[src/rtl/muldiv_unit_if.sv]
// rtl/muldiv_unit_if.sv - issue/read bus between execute stage and the mul/div unit
interface muldiv_unit_if #(
  parameter int WIDTH = 32
);
  logic             start;
  logic [5:0]       funct;
  logic [WIDTH-1:0] rs_data;
  logic [WIDTH-1:0] rt_data;
  logic [1:0]       hilo_sel;
  logic [WIDTH-1:0] hilo_out;
  logic [WIDTH-1:0] hi;
  logic [WIDTH-1:0] lo;
  logic             busy;
  logic             done;
  logic             stall;

  modport master (
    output start, funct, rs_data, rt_data, hilo_sel,
    input  hilo_out, hi, lo, busy, done, stall
  );

  modport slave (
    input  start, funct, rs_data, rt_data, hilo_sel,
    output hilo_out, hi, lo, busy, done, stall
  );
endinterface

[src/rtl/muldiv_unit.sv]
// rtl/muldiv_unit.sv - iterative radix-2 multiply/divide unit with HI/LO registers
module muldiv_unit #(
  parameter int WIDTH = 32
) (
  input logic          CLK,
  input logic          RESET,
  muldiv_unit_if.slave bus
);
  localparam int CW = $clog2(WIDTH);
  localparam logic [CW-1:0] LAST = CW'(WIDTH - 1);

  typedef enum logic [1:0] {IDLE, CALC, FIX} state_t;

  state_t state, state_n;

  // Working registers: acc holds product (mult) or remainder:quotient (div);
  // opb holds the multiplicand or the divisor magnitude.
  logic [2*WIDTH-1:0] acc;
  logic [WIDTH-1:0]   opb;
  logic [CW-1:0]      cnt;
  logic               is_div;
  logic               sgn_q;
  logic               sgn_r;

  logic [WIDTH-1:0]   hi_r, lo_r;
  logic               busy_r, done_r;
  logic               load, step_en, fix_en;

  // Operand conditioning at issue time
  logic               legal, is_signed, rs_neg, rt_neg;
  logic [WIDTH-1:0]   rs_mag, rt_mag;

  assign legal     = (bus.funct[5:2] == 4'b0110);
  assign is_signed = ~bus.funct[0];
  assign rs_neg    = is_signed & bus.rs_data[WIDTH-1];
  assign rt_neg    = is_signed & bus.rt_data[WIDTH-1];
  assign rs_mag    = rs_neg ? -bus.rs_data : bus.rs_data;
  assign rt_mag    = rt_neg ? -bus.rt_data : bus.rt_data;

  // One radix-2 step; the add keeps its carry so it shifts back into the top bit
  logic [WIDTH:0]     mul_sum;
  logic [WIDTH:0]     div_top;
  logic [WIDTH:0]     div_diff;

  assign mul_sum  = {1'b0, acc[2*WIDTH-1:WIDTH]} + (acc[0] ? {1'b0, opb} : '0);
  assign div_top  = acc[2*WIDTH-1:WIDTH-1];
  assign div_diff = div_top - {1'b0, opb};

  // Sign correction of the finished magnitudes
  logic [2*WIDTH-1:0] prod_fix;
  logic [WIDTH-1:0]   quo_fix, rem_fix;

  assign prod_fix = sgn_q ? -acc : acc;
  assign quo_fix  = sgn_q ? -acc[WIDTH-1:0] : acc[WIDTH-1:0];
  assign rem_fix  = sgn_r ? -acc[2*WIDTH-1:WIDTH] : acc[2*WIDTH-1:WIDTH];

  // State register
  always_ff @(posedge CLK or negedge RESET) begin
    if (!RESET) state <= IDLE;
    else        state <= state_n;
  end

  // Next-state and per-state control strobes
  always_comb begin
    state_n = state;
    load    = 1'b0;
    step_en = 1'b0;
    fix_en  = 1'b0;
    case (state)
      IDLE: begin
        if (bus.start && legal) begin
          load    = 1'b1;
          state_n = CALC;
        end
      end
      CALC: begin
        step_en = 1'b1;
        if (cnt == LAST) state_n = FIX;
      end
      FIX: begin
        fix_en  = 1'b1;
        state_n = IDLE;
      end
      default: state_n = IDLE;
    endcase
  end

  // Working datapath: latch operands, then iterate shift-add or restoring divide
  always_ff @(posedge CLK or negedge RESET) begin
    if (!RESET) begin
      acc    <= '0;
      opb    <= '0;
      cnt    <= '0;
      is_div <= 1'b0;
      sgn_q  <= 1'b0;
      sgn_r  <= 1'b0;
    end else if (load) begin
      is_div <= bus.funct[1];
      sgn_q  <= rs_neg ^ rt_neg;
      sgn_r  <= rs_neg;
      cnt    <= '0;
      acc    <= {{WIDTH{1'b0}}, (bus.funct[1] ? rs_mag : rt_mag)};
      opb    <= bus.funct[1] ? rt_mag : rs_mag;
    end else if (step_en) begin
      cnt <= cnt + 1'b1;
      if (!is_div)
        acc <= {mul_sum, acc[WIDTH-1:1]};
      else if (!div_diff[WIDTH])
        acc <= {div_diff[WIDTH-1:0], acc[WIDTH-2:0], 1'b1};
      else
        acc <= {acc[2*WIDTH-2:0], 1'b0};
    end
  end

  // Architectural HI/LO plus busy/done flags; busy spans the done cycle too
  always_ff @(posedge CLK or negedge RESET) begin
    if (!RESET) begin
      hi_r   <= '0;
      lo_r   <= '0;
      busy_r <= 1'b0;
      done_r <= 1'b0;
    end else begin
      busy_r <= (state_n != IDLE) || (state == FIX);
      done_r <= fix_en;
      if (fix_en) begin
        if (!is_div) begin
          hi_r <= prod_fix[2*WIDTH-1:WIDTH];
          lo_r <= prod_fix[WIDTH-1:0];
        end else begin
          // A zero divisor leaves the dividend as remainder; force quotient to all ones
          hi_r <= rem_fix;
          lo_r <= (opb == '0) ? '1 : quo_fix;
        end
      end
    end
  end

  // mfhi/mflo read mux
  always_comb begin
    case (bus.hilo_sel)
      2'b10:   bus.hilo_out = hi_r;
      2'b01:   bus.hilo_out = lo_r;
      default: bus.hilo_out = '0;
    endcase
  end

  assign bus.hi    = hi_r;
  assign bus.lo    = lo_r;
  assign bus.busy  = busy_r;
  assign bus.done  = done_r;
  assign bus.stall = busy_r & ((bus.hilo_sel != 2'b00) | bus.start);
endmodule
[src/flat_wrapper.sv]
// flat-port wrapper written by rule: the top's interface ports become plain ports
module muldiv_unit_flat 
#(
  parameter int WIDTH = 32
)
  (CLK, RESET, bus_start, bus_funct, bus_rs_data, bus_rt_data, bus_hilo_sel, bus_hilo_out, bus_hi, bus_lo, bus_busy, bus_done, bus_stall);
  muldiv_unit_if #(.WIDTH(WIDTH)) bus_i ();
  input logic CLK;
  input logic RESET;
  input wire logic [$bits(bus_i.start)-1:0] bus_start;
  input wire logic [$bits(bus_i.funct)-1:0] bus_funct;
  input wire logic [$bits(bus_i.rs_data)-1:0] bus_rs_data;
  input wire logic [$bits(bus_i.rt_data)-1:0] bus_rt_data;
  input wire logic [$bits(bus_i.hilo_sel)-1:0] bus_hilo_sel;
  output wire logic [$bits(bus_i.hilo_out)-1:0] bus_hilo_out;
  output wire logic [$bits(bus_i.hi)-1:0] bus_hi;
  output wire logic [$bits(bus_i.lo)-1:0] bus_lo;
  output wire logic [$bits(bus_i.busy)-1:0] bus_busy;
  output wire logic [$bits(bus_i.done)-1:0] bus_done;
  output wire logic [$bits(bus_i.stall)-1:0] bus_stall;
  assign bus_i.start = bus_start;
  assign bus_i.funct = bus_funct;
  assign bus_i.rs_data = bus_rs_data;
  assign bus_i.rt_data = bus_rt_data;
  assign bus_i.hilo_sel = bus_hilo_sel;
  assign bus_hilo_out = bus_i.hilo_out;
  assign bus_hi = bus_i.hi;
  assign bus_lo = bus_i.lo;
  assign bus_busy = bus_i.busy;
  assign bus_done = bus_i.done;
  assign bus_stall = bus_i.stall;
  muldiv_unit #(.WIDTH(WIDTH)) u_core (.CLK(CLK), .RESET(RESET), .bus(bus_i));
endmodule
[config.mk]
export PLATFORM = sky130hd
export DESIGN_NAME = muldiv_unit_flat
export DESIGN_NICKNAME = d
export VERILOG_FILES = /design/src/rtl/muldiv_unit_if.sv /design/src/rtl/muldiv_unit.sv /design/src/flat_wrapper.sv
export SDC_FILE = /design/constraint.sdc
export NUM_CORES = 1
export LEC_CHECK = 0
export CELL_PAD_IN_SITES_DETAIL_PLACEMENT = 0
export CELL_PAD_IN_SITES_GLOBAL_PLACEMENT = 1
export CORE_MARGIN = 5
export CORE_UTILIZATION = 35
export DETAILED_ROUTE_END_ITERATION = 7
export PLACE_DENSITY = 0.72
export SYNTH_ARGS = -nofsm -noshare
export SYNTH_HDL_FRONTEND = slang
export SYNTH_SLANG_ARGS = --single-unit
[constraint.sdc]
create_clock -name CLK -period 5.4 [get_ports CLK]
set_clock_uncertainty 0.2 [all_clocks]
set_input_delay 1.08 -clock CLK [delete_from_list [all_inputs] [get_ports CLK]]
set_output_delay 1.08 -clock CLK [all_outputs]
set_load 0.005 [all_outputs]
# After elaboration in Yosys (flattened, before gate mapping)

Cells that the tools add are included.

Equality and inequality tests: 6
Mux-type cells: 25
Add/sub/neg operators: 8
Reduce and logical (&&, ||, !) cells: 7
Bitwise operators: 6

Operator list:

| operator                                                              | count |
|---|---|
| 32-bit 2-to-1 mux                                                     | 10 |
| 64-bit 2-to-1 mux                                                     | 5 |
| 32-bit negator                                                        | 4 |
| 64-bit negator                                                        | 1 |
| 32-bit case mux with 2 select lines                                   | 1 |
| 32-bit by 33-bit adder with 33-bit output                             | 1 |
| 33-bit by 32-bit subtractor with 33-bit output                        | 1 |
| 32-bit logical NOT                                                    | 1 |
| 5-bit 2-to-1 mux                                                      | 2 |
| 2-bit nonzero test                                                    | 3 |
| 5-bit by 1-bit adder with 5-bit output, second input constant         | 1 |
| 5-bit equality test, second input constant                            | 1 |
| 2-bit by 1-bit equality test with 1-bit output, second input constant | 2 |
| 2-bit equality test, second input constant                            | 2 |
| 4-bit by 3-bit equality test with 1-bit output, second input constant | 1 |
| 1-bit 2-to-1 mux                                                      | 4 |
| 2-bit 2-to-1 mux                                                      | 2 |
| 2-bit case mux with 2 select lines                                    | 1 |
| 1-bit AND                                                             | 3 |
| 2-bit logical NOT                                                     | 1 |
| 1-bit logical AND                                                     | 1 |
| 1-bit logical OR                                                      | 1 |
| 1-bit NOT                                                             | 1 |
| 1-bit bitwise OR                                                      | 1 |
| 1-bit XOR                                                             | 1 |

Register bits: 172
Logic and storage cells: 63

# Longest topological paths before layout

Depth in word-level cells: 6
Gate-level depth with buffers: 15
Depth with buffers taken out: 14

# Worst setup path before layout

OpenSTA, ideal clock, no wires.

Path kind: register to register
Start: reg u_core.acc[0]
End: reg u_core.acc[62]
Setup time: 0.104 ns
Stages on the path, launching flop included: 14
Data arrival time: 3.203 ns
Setup slack: 1.893 ns
Cells stage by stage: dfrtp_1 > inv_1 > clkbuf_1 > nor2_1 > ha_1 > nand3_1 > nor4_1 > o21bai_1 > a31o_1 > a31o_2 > o21a_1 > a21o_1 > or3_1 > a221oi_1

Longest elaborated chain between the ends: 5

RTL lines:

| what                                      | line               | text |
|---|---|---|
| start, declared                           | muldiv_unit.sv:18  | `logic [2*WIDTH-1:0] acc;` |
| start signal, assigned                    | muldiv_unit.sv:102 | `acc <= {{WIDTH{1'b0}}, (bus.funct[1] ? rs_mag : rt_mag)};` |
| start signal, assigned                    | muldiv_unit.sv:107 | `acc <= {mul_sum, acc[WIDTH-1:1]};` |
| start signal, assigned                    | muldiv_unit.sv:109 | `acc <= {div_diff[WIDTH-1:0], acc[WIDTH-2:0], 1'b1};` |
| 32-bit 2-to-1 mux                         | muldiv_unit.sv:45  | `assign mul_sum = {1'b0, acc[2*WIDTH-1:WIDTH]} + (acc[0] ? {1'b0, opb} : '0);` |
| 32-bit by 33-bit adder with 33-bit output | muldiv_unit.sv:45  |  |
| 64-bit 2-to-1 mux                         | muldiv_unit.sv:106 | `if (!is_div)` |
| 64-bit 2-to-1 mux                         | muldiv_unit.sv:104 | `end else if (step_en) begin` |
| 64-bit 2-to-1 mux                         | muldiv_unit.sv:97  | `end else if (load) begin` |

Every way passes these cells. The select of a mux whose other input is x is not followed.
A chain may end at the register's enable or synchronous reset.

# Final worst setup path

Start: in bus_hilo_sel[0]
End: out bus_hilo_out[29]

Longest elaborated chain between the ends: 2
Elaborated cells on any way between the ends: 3

RTL lines:

| what                                                                                         | line               | text |
|---|---|---|
| start, declared                                                                              | flat_wrapper.sv:14 | `input wire logic [$bits(bus_i.hilo_sel)-1:0] bus_hilo_sel;` |
| 2-bit by 1-bit equality test with 1-bit output / 2-bit equality test (equally long branches) | muldiv_unit.sv:140 | `case (bus.hilo_sel)` |
| 32-bit case mux with 2 select lines *                                                        | muldiv_unit.sv:140 |  |
| end, declared                                                                                | flat_wrapper.sv:15 | `output wire logic [$bits(bus_i.hilo_out)-1:0] bus_hilo_out;` |

Mark *: on every way between the ends. The rest lies on a longest branch, timed or not.

==> metrics <==
Placed Instance Area ~0.017 sq mm; initial antenna violation count 0; CP startpoint kind input pin; most frequent cell after synthesis nand2_1; Area Growth Syn to Fin 18.5%; Hold Violations, Final 0; Setup TNS 0 ns; Cell Area, Synth approximately 0.015 sq mm; Async S/R FF share, synth between 90% and 100%; Post-synth EDFFs 0; nets ~2,200; CTS Buf Count 17; post-synth top area share 28.6%; largest net degree at the start of global routing 95; Starting Density a little over a third; via/cell ratio 5.69; total of max-cap violations 0; Final Instance Area 0.0178 sq mm; Data arrival, critical path 3.12 ns; Post-DP HPWL 43,900 microns; DRC viols 0; Layout Utilization 41.7%; CP max-delay cell ha_1; RePlAce Congestion between 0.9 and 1; Crit Path Max Fanout 32; core box area between 0.04 and 0.05 sq mm; Synth area leader dfrtp_1; grt ovf 0; Synth Register Bits roughly 170; clock-pin slew on the worst setup and hold paths 0.07 ns; clk_lat worst skew 0.45 ns; Ys Warns 0; ranking of synthesized cells by area dfrtp_1, a21oi_1, ha_1, nand2_1, o21ai_0; Die Area roughly 0.047 sq mm; top_reg_cell synth dfrtp_1; Die Y 217 microns; Pre-antenna DRT Iters 6; CP required just over 4 ns; ratio of cells with drive above 1 in the final layout 4.34%; RSZ-0062 raised after global routing false; VDD IR-drop max about 0.00030 V; drt initial violations between 1,000 and 1,500; relative slew slack a little over a quarter; CTS max path bufs 2; worst hold slack between 0.2 and 0.3 ns; status finished, final reports clean; Tot Pwr roughly 0.0093 W; Period Utilization, post-route between 80% and 90%; Clock Root Buffer clkbuf_16; Slew Limit Fails 0; Hold/Removal Path Class reg -> reg; routed wire length 55,200 microns; vias after detailed routing roughly 15,000; CTS tree yes; count of cell types in the netlist 86; H-tree levels 4; Mean Syn Cell Area between 7 and 8 sq um; syn_nets between 2,000 and 2,500; Final setup viols 0; CP peak stage delay 0.73 ns; hold_buf cts 0; FMAX about 0.23 GHz; ANT nets after route 0; drt wl/cell about 21 microns; IO Port Bufs about 170; worst-margin pin slew about 1.1 ns; cell chain of the critical path clkdlybuf4s50_1 > inv_1 > ha_1 > nor2b_1 > clkdlybuf4s50_1; kind of critical path in -> out; Cells after Synth between 1,500 and 2,000; CTS resizes 0; Pwr Density approximately 520 mW/mm^2; most instantiated cells after synthesis nand2_1, a21oi_1, nor2_1; Total GRT Usage about 23%; clock sink count roughly 170; sequential area share after synthesis between 20% and 30%; number of global-route vias before repair around 14,000; site row count 76; crit path capture type output port; first-pass GRT wire length 85,100 microns; Pleak 7.35 nW; IO Pins 174; most used cell, CP clkdlybuf4s50_1; Post-CTS Setup Inserts 0; die width between 200 and 250 microns; diodes inserted 0; minimum clock period about 4.4 ns
## registers in the layout, indices dropped and copies added (netlist names)
register         cells
u_core.bus.hi       32
u_core.acc          64
u_core.cnt           5
u_core.is_div        1
u_core.sgn_r         1
u_core.sgn_q         1
u_core.bus.busy      1
u_core.state         2
u_core.opb          32
u_core.bus.lo       32
u_core.bus.done      1
## cells in the final DEF, fill, tap and decap left out, types with 31 or more instances in the layout
cell type	instances
a22oi_1	51
dfrtp_1	171
nand3_1	31
a21o_1	35
xor2_1	89
mux2i_1	58
a21oi_1	185
nor3_1	40
nor2b_1	44
o21ai_0	157
inv_1	71
o211ai_1	45
ha_1	73
xnor2_1	82
clkdlybuf4s50_1	171
nor2_1	185
nand2_1	219
## worst paths after layout
kind,startpoint,to,slack [ns],depth (start not counted)
worst min register to register,u_core.opb[7]$_DFFE_PN0P_,u_core.opb[7]$_DFFE_PN0P_,0.29,2
worst max-delay path,bus_hilo_sel[0],bus_hilo_out[29],1.0,5
max in group asynchronous,RESET,u_core.bus.hi[8]$_DFFE_PN0P_,3.53,2
worst max register to register,u_core.acc[31]$_DFFE_PN0P_,u_core.acc[46]$_DFFE_PN0P_,1.06,14
worst min-delay path,u_core.opb[7]$_DFFE_PN0P_,u_core.opb[7]$_DFFE_PN0P_,0.29,2
min in group asynchronous,RESET,u_core.acc[19]$_DFFE_PN0P_,0.44,1
## stage by stage
stage	worst slack (ns)	cells
2_1_floorplan	1.89	1937
3_3_place_gp	1.08	2565
3_5_place_dp	1.02	2565
4_1_cts	1.02	2597
5_1_grt	0.873	2597
6_report	0.999	2597
## power breakdown
part / internal (W) / total (W) / switching [W]
logic: 0.00232 / 0.00559 / 0.00327
clock network: 0.000689 / 0.00133 / 0.000645
registers: 0.00164 / 0.00241 / 0.000770
## kinds of logic after synthesis
family	count (synthesis)	share of synthesized area, %
buffers and inverters	185	4.81
AND/OR/NAND/NOR	642	19.9
adder cells (fa/ha/maj)	75	6.34
XOR/XNOR	171	9.96
AO/OA/AOI/OAI	629	26.1
multiplexers	63	4.26
flip-flops	172	28.6
## layout make-up
| cell class | instances | area [sq um] |
|---|---|---|
| Fill cell | 4361 | 25000 |
| Multi-Input combinational cell | 1580 | 10000 |
| Sequential cell | 172 | 4310 |
| Timing Repair Buffer | 195 | 1910 |
| Tap cell | 546 | 683 |
| Clock buffer | 18 | 439 |
| Inverter | 72 | 270 |
| Clock inverter | 14 | 190 |
## critical path, delay by kind of cell
family | cells | cell delay (ns)
adders and majority gates | 1 | 0.73
and+or+nand+nor | 1 | 0.24
buffers and inverters | 3 | 1.08
## layer usage
layer  part of all wire, %  vias up  track usage (%)
met3                   5.5       93             2.80
met2                    45      500             37.2
met4                   3.9        0             8.45
met1                    45     7036             31.5
met5                     0        -                0
li1                      -     7138                -
No activity file was read; power rests on OpenSTA's default activity.
==> edit (config.mk and constraints unchanged) <==
Re-encode `state_t` (3 states) as one-hot, 3 bits wide.
--- a/src/rtl/muldiv_unit.sv
+++ b/src/rtl/muldiv_unit.sv
@@ -10,5 +10,5 @@
   localparam logic [CW-1:0] LAST = CW'(WIDTH - 1);
 
-  typedef enum logic [1:0] {IDLE, CALC, FIX} state_t;
+  typedef enum logic [2:0] {IDLE = 3'b001, CALC = 3'b010, FIX = 3'b100} state_t;
 
   state_t state, state_n;
Check against the original RTL: same outputs for any inputs over 10 cycles, from zero or initial values and one cycle with RESET low; not proved beyond that.
==> edit against the unedited design <==
Non-clock buffer count unchanged. Count of clock-buffer cells in the layout is the same. Worst setup slack lost 0.18 ns. Sequential cell count rose by 1. Design area shrank 0.53%. Sequential share of layout area grew 0.28 points. Routed wire length is 2.4% lower. Area after synthesis shrank 0.37%.
Power is not compared: it rests on default switching activity, and its combinational part moved more than twofold at a synthesized area within 25%.
==> edit: results (changes against the unedited design) <==
| Metric | Value |
|---|---|
| Status | finished, final reports clean |
| WL final | 53900 um (-2.4%) |
| R2R Path Start | u_core.acc[0] |
| Pin count of the biggest net entering global routing | 121 (+27%) |
| Post-DP HPWL | 42600 um (-2.9%) |
| Vias in the first global route | 14.2k (-0.94%) |
| Grt met3 use | 0.0317 (+0.00372) |
| Fin util | 0.421 (+0.00424) |
| Non-clock inverters | 68 (-5.6%) |
| R2R Setup Slk | 1.02 ns (-0.04 ns) |
| Worst path max stage delay | 0.65 ns (-0.08 ns) |
| Dpl cell area | 17100 um2 (-0.36%) |
| Dpl cells | 2529 (-1.4%) |
| #MultiIn Comb | 1554 (-1.6%) |
| Seq/Total Area, Yosys | 0.289 (+0.00280) |
| Hold Path End | u_core.opb[13] |
| Layout buffering overhead excluding clock cells | 0.109 (+0.00212) |
| Metal3 WL | 2690 um (-11%) |
| Total GRT Usage | 0.224 (-0.00543) |
| Worst-Margin Slew | 1.11 ns (+0.0201 ns) |
| Synthesized area per cell | 7.81 um2 (+0.52%) |
| ClkCell Share | 0.0333 (-0.00200) |
| Synth top area cells | dfrtp_1 29%, o21ai_0 6.2%, ha_1 6.1% |
| R2R Path End | u_core.acc[61] |
| Synthesized Nets | 2070 (-0.81%) |
| WHS | 0.292 ns (+0.00216 ns) |
| Vias per std cell | 5.69 (about the same) |
[edit: cell types whose count changed after synthesis, sizes merged, moves of 9 or more]
cell | unedited run | this run
or4 | 7 | 16
nand3 | 31 | 20
buf | 9 | 24
nand2 | 220 | 188
a21oi | 188 | 167
[edit: worst max path at each step]
stage / from / to / depth (start not counted)
2_1_floorplan: bus_rt_data[8] / u_core.acc[25] / 9
3_3_place_gp: bus_rt_data[6] / u_core.acc[24] / 10
3_5_place_dp: bus_rt_data[6] / u_core.acc[24] / 10
4_1_cts: bus_hilo_sel[0] / bus_hilo_out[13] / 7
5_1_grt: bus_hilo_sel[0] / bus_hilo_out[9] / 7
6_report: bus_hilo_sel[0] / bus_hilo_out[9] / 7
[edit: cell families after synthesis]
family                     share of synthesized area
muxes                                         0.0423
DFF                                            0.289
adders and majority gates                     0.0636
and+or+nand+nor                                0.200
AOI/OAI and AO/OA                              0.252
xor gates and xnor gates                       0.104
buffers and inverters                         0.0495
